`src/rtl/pc_unit.sv`:
```
// Fetch-stage program counter with prioritised next-PC selection
// (trap > jump > stall > RAS pop > sequential) and a small circular
// return-address stack for call/return prediction.
module pc_unit #(
  parameter int                    ADDR_WIDTH   = 32,
  parameter logic [ADDR_WIDTH-1:0] RESET_VECTOR = '0,
  parameter int                    INSTR_BYTES  = 4,
  parameter int                    RAS_DEPTH    = 4,
  localparam int                   CW           = $clog2(RAS_DEPTH + 1)
) (
  input  logic                  clk,
  input  logic                  resetn,
  input  logic                  en,
  input  logic                  trap_en,
  input  logic [ADDR_WIDTH-1:0] trap_addr,
  input  logic                  jump_en,
  input  logic [ADDR_WIDTH-1:0] jump_addr,
  input  logic                  ras_push,
  input  logic                  ras_pop,
  output logic [ADDR_WIDTH-1:0] pc_out,
  output logic [CW-1:0]         ras_count,
  output logic                  ras_empty
);

  localparam int PW = $clog2(RAS_DEPTH);

  logic [ADDR_WIDTH-1:0] pc_q, pc_d;
  logic [PW-1:0]         top_q, top_d;
  logic [CW-1:0]         count_q, count_d;

  // Stack entries; contents are don't-care after reset, so no reset.
  logic [ADDR_WIDTH-1:0] ras_mem [RAS_DEPTH];

  logic                  ras_we;
  logic [PW-1:0]         ras_waddr;
  logic [ADDR_WIDTH-1:0] ras_wdata;
  logic [ADDR_WIDTH-1:0] pc_inc;
  logic                  do_pop;

  assign pc_inc    = pc_q + ADDR_WIDTH'(INSTR_BYTES);
  assign ras_empty = (count_q == '0);
  assign do_pop    = ras_pop && !ras_empty;
  assign pc_out    = pc_q;
  assign ras_count = count_q;

  // Next-PC selection and RAS pointer/count bookkeeping.
  always_comb begin
    pc_d      = pc_q;
    top_d     = top_q;
    count_d   = count_q;
    ras_we    = 1'b0;
    ras_waddr = top_q;
    ras_wdata = pc_inc;
    if (trap_en) begin
      // Trap flushes the stack; any push/pop this cycle is dropped.
      pc_d    = trap_addr;
      count_d = '0;
      top_d   = '0;
    end else if (jump_en) begin
      pc_d = jump_addr;
    end else if (en) begin
      pc_d = do_pop ? ras_mem[top_q] : pc_inc;
      if (ras_push && do_pop) begin
        // Return immediately followed by a call: replace top in place.
        ras_we    = 1'b1;
        ras_waddr = top_q;
      end else if (ras_push) begin
        // Pointer wraps when full, overwriting the oldest entry.
        ras_we    = 1'b1;
        ras_waddr = top_q + PW'(1);
        top_d     = top_q + PW'(1);
        if (count_q != CW'(RAS_DEPTH)) begin
          count_d = count_q + CW'(1);
        end
      end else if (do_pop) begin
        top_d   = top_q - PW'(1);
        count_d = count_q - CW'(1);
      end
    end
  end

  // PC and stack pointer/count registers.
  always_ff @(posedge clk or negedge resetn) begin
    if (!resetn) begin
      pc_q    <= RESET_VECTOR;
      top_q   <= '0;
      count_q <= '0;
    end else begin
      pc_q    <= pc_d;
      top_q   <= top_d;
      count_q <= count_d;
    end
  end

  // One write-enabled register per stack entry.
  generate
    for (genvar gi = 0; gi < RAS_DEPTH; gi++) begin : g_ras
      always_ff @(posedge clk) begin
        if (ras_we && (ras_waddr == PW'(gi))) begin
          ras_mem[gi] <= ras_wdata;
        end
      end
    end
  endgenerate

endmodule

```
`config.mk`:
```
export PLATFORM = sky130hd
export DESIGN_NAME = pc_unit
export DESIGN_NICKNAME = d
export VERILOG_FILES = /design/src/rtl/pc_unit.sv
export SDC_FILE = /design/constraint.sdc
export NUM_CORES = 1
export LEC_CHECK = 0
export ABC_AREA = 1
export BUFFER_PORTS_ARGS = -buffer_cell sky130_fd_sc_hd__buf_2
export CAP_MARGIN = 20
export CELL_PAD_IN_SITES_DETAIL_PLACEMENT = 1
export CELL_PAD_IN_SITES_GLOBAL_PLACEMENT = 1
export CORE_UTILIZATION = 48
export CTS_CLUSTER_SIZE = 8
export DETAILED_ROUTE_END_ITERATION = 10
export MAX_ROUTING_LAYER = met4
export PLACE_DENSITY = 0.91
export SYNTH_ARGS = -nofsm -noshare
export SYNTH_HDL_FRONTEND = slang
export SYNTH_SLANG_ARGS = --single-unit
```
`constraint.sdc`:
```
create_clock -name clk -period 8.25 [get_ports clk]
set_clock_uncertainty 0.2 [all_clocks]
set_input_delay 1.65 -clock clk [delete_from_list [all_inputs] [get_ports clk]]
set_output_delay 1.65 -clock clk [all_outputs]
set_load 0.05 [all_outputs]
```
==> results.toml <==
[floorplan]
ios = 107
rows = 46
fp.dieW_um = 131.2
initial_core_util_pct = 49.71
core-area_mm2 = 0.01612
die_y_um = 131.2
dieArea_mm2 = 0.01721

[sta]
finalSetupViolCount = 0
period_share_pct = 52.51
finalMaxSlewViolations = 0
max_freq_mhz = 230.8
fin_crit_ns = 4.332
rsz0062_at_grt = "no"
maxSlewHeadroom_pct = 28.26
hold_viol = 0
tightest_slew_ns = 1.075
finalSetupTns_ns = 0

[synth]
synth_top_family_by_area = "simple AND/OR/NAND/NOR gates"
netlist_area_mm2 = 0.008011
synth_area_leaders = "edfxtp_1 48%, dfrtp_1 12%, nand2_1 8.9%"
synth_warnings = 0
synthCells = 851
async_reset_ff_share_pct = 22.42
synth_xor_area_share_pct = 2.436
synth_compound_area_share_pct = 10.56
synth_top_area_share_pct = 47.98
synth-simple-area-share_pct = 22.90
synth-edff-count = 128
synth_area_per_cell_um2 = 9.414
yosysSeqAreaShare_pct = 59.53
synth_top_cell_by_area = "edfxtp_1"
synth.net_count = 924
synthDistinctLibCells = 34
synth-seq-cells = 165
synthAdderAreaFrac_pct = 0.4061
synth_mux_area_share_pct = 0
synth-main-ff-cell = "edfxtp_1"

[pwr]
p_comb_share_pct = 29.6
p_clk_share_pct = 28.9
p_sw_uw = 989.2
seqPwrFrac_pct = 41.5
power.leakage_uw = 0.003781
p_per_area_mw_per_mm2 = 280.3
max-vdd-ir-drop_uv = 151.6
p_int_uw = 1610
swShare_pct = 38.05

[routing]
postRouteAntennaNets = 0
vias_per_cell = 5.908
via_count = 6936
drcViolationCount = 0
dr.first_iter.drc_count = 610
wl_per_cell_um = 22.65
routed_wl_um = 26590
drtPass1Iterations = 5

[worst_setup_path]
cp_common_cell = "nand2_1"
cp_max_fo = 36
critPathCaptureType = "flop"
critPathKind = "in2reg"
worstPathCellList = "buf_2 > inv_4 > nand2_2 > nor3_2 > nand2_1 > xor2_1 > nand2_1 > nor2_2 > buf_4"
critPathArrivalTime_ns = 4.23
worst-path-buf-inv = 3
crit_family = "buffers and inverters"
max_stage_delay_ns = 0.67
crit_required_ns = 8.15
cpMaxStageDelayCell = "buf_2"
crit_path_start_kind = "input pin"

[place]
portBuffers = 106
place_area_mm2 = 0.008710
gp_congestion = 0.8618
dp_hpwl_um = 16090

[clocking]
cts.clk_slew.worst_paths_ns = 0.06
htree_levels = 4
postCtsSetupBuffers = 0
clkSinkCount = 165
cts_resized = 0
cts_tree = "yes"
clk_latency_ns = 0.44
clockBufferDepth = 2
cts_root_buf = "clkbuf_16"
cts_buffers = 17
hold_buffers = 0

[min_path]
hold_path_class = "reg2reg"

[global_route]
met3_usage_pct = 5.633
track_usage_pct = 32.67
grt_pass1_wl_um = 40900
grt_overflow = 0
grt_use_met1_pct = 35.96
grt_max_degree = 69
met2_usage_pct = 56.38
busiest_layer = "met2"
grt_pass1_vias = 7465
antenna_found_initial = 0

[run_status]
status = "finished clean"

[layout]
drive_gt1_share_pct = 19.10
n_fill_cell = 1844
final_common_cell = "nand2_1"
fin_area_mm2 = 0.009274
syn2layout_area_growth_pct = 15.76
mostFrequentLayoutCells = "190 x nand2_1, 146 x nor2_1, 128 x edfxtp_1"
final_core_util_pct = 57.55
nets = 1018
antenna-diode-count = 0

[job]
cap_violations = 0
## cell families (layout without fill, tap and decap cells)
| kind of cell | after synthesis | after routing |
|---|---|---|
| flip-flops | 165 | 165 |
| AO/OA/AOI/OAI | 165 | 165 |
| buffers and inverters | 78 | 185 |
| adder cells (fa/ha/maj) | 2 | 2 |
| XOR/XNOR | 18 | 18 |
| AND/OR/NAND/NOR | 423 | 423 |
## synth_stat cells, drive strengths merged, types with 3 or more instances
cell type,n
nand2,198
a31oi,6
and2,5
nand4,3
inv,35
dfrtp,37
a21oi,56
xor2,13
nor2,165
clkbuf,18
nand3,42
buf,24
xnor2,5
edfxtp,128
o21ai,93
nand3b,7
o22ai,10
## worst paths after layout
kind                                          startpoint                        to  slack, ns  cells past startpoint
worst max register to register      top_q[1]$_DFFE_PN0P_    pc_out[30]$_DFFE_PN0P_       5.05                      7
min in group asynchronous                         resetn     pc_out[9]$_DFFE_PN0P_       0.97                      1
worst max-delay path                             trap_en  ras_mem[2][28]$_DFFE_PP_       3.92                      9
max in group asynchronous                         resetn      top_q[0]$_DFFE_PN0P_       6.35                      2
worst min-delay path            ras_count[2]$_DFFE_PN0P_  ras_count[2]$_DFFE_PN0P_       0.38                      2
worst min register to register  ras_count[2]$_DFFE_PN0P_  ras_count[2]$_DFFE_PN0P_       0.38                      2
## metal layers
| layer | vias to the layer above | wire length, um |
|---|---|---|
| met5 | - | 0 |
| met4 | 0 | 983 |
| met3 | 80 | 1477 |
| met2 | 282 | 13860 |
| met1 | 3515 | 10270 |
| li1 | 3059 | - |
## state kept, by name, summed over array words and instances (netlist names)
signal	cells
ras_count	3
pc_out	32
ras_mem	128
top_q	2
## worst reg2reg max path, stage by stage (launching register included)
cell	delay, ns
dfrtp_1	0.72
clkinv_1	0.89
buf_4	0.54
nor2_1	0.19
o21ai_1	0.12
o21ai_0	0.18
a21oi_1	0.10
a21oi_1	0.18
## power groups by stage
stage	Sequential (uW)	Clock, uW	Combinational (uW)
after floorplan	1170	0	422
after global placement	1080	0	697
after detailed placement	1090	0	734
after CTS	1080	757	763
after global routing	1080	784	830
final	1080	752	769
## final cells by class
cell class	instances	area (um2)	share of cell area, %
sequential	165	4771	51.44
clock buffer	21	460.4	4.965
timing repair buffer	117	625.6	6.746
multi-input combinational	608	2925	31.54
tap	216	270.3	2.914
inverter	36	137.6	1.484
clock inverter	11	83.83	0.9039
## metrics by stage
step	power, uW	hold WS, ns	std cells	worst slack (ns)
after floorplan	1593	0.2972	851	3.754
after global placement	1779	0.3040	1141	3.777
after detailed placement	1822	0.3541	1141	3.588
after CTS	2595	0.3818	1173	3.945
after global routing	2697	0.4124	1174	3.739
final	2600	0.3763	1174	3.918
Note: power is estimated with default switching activity, not from simulation.
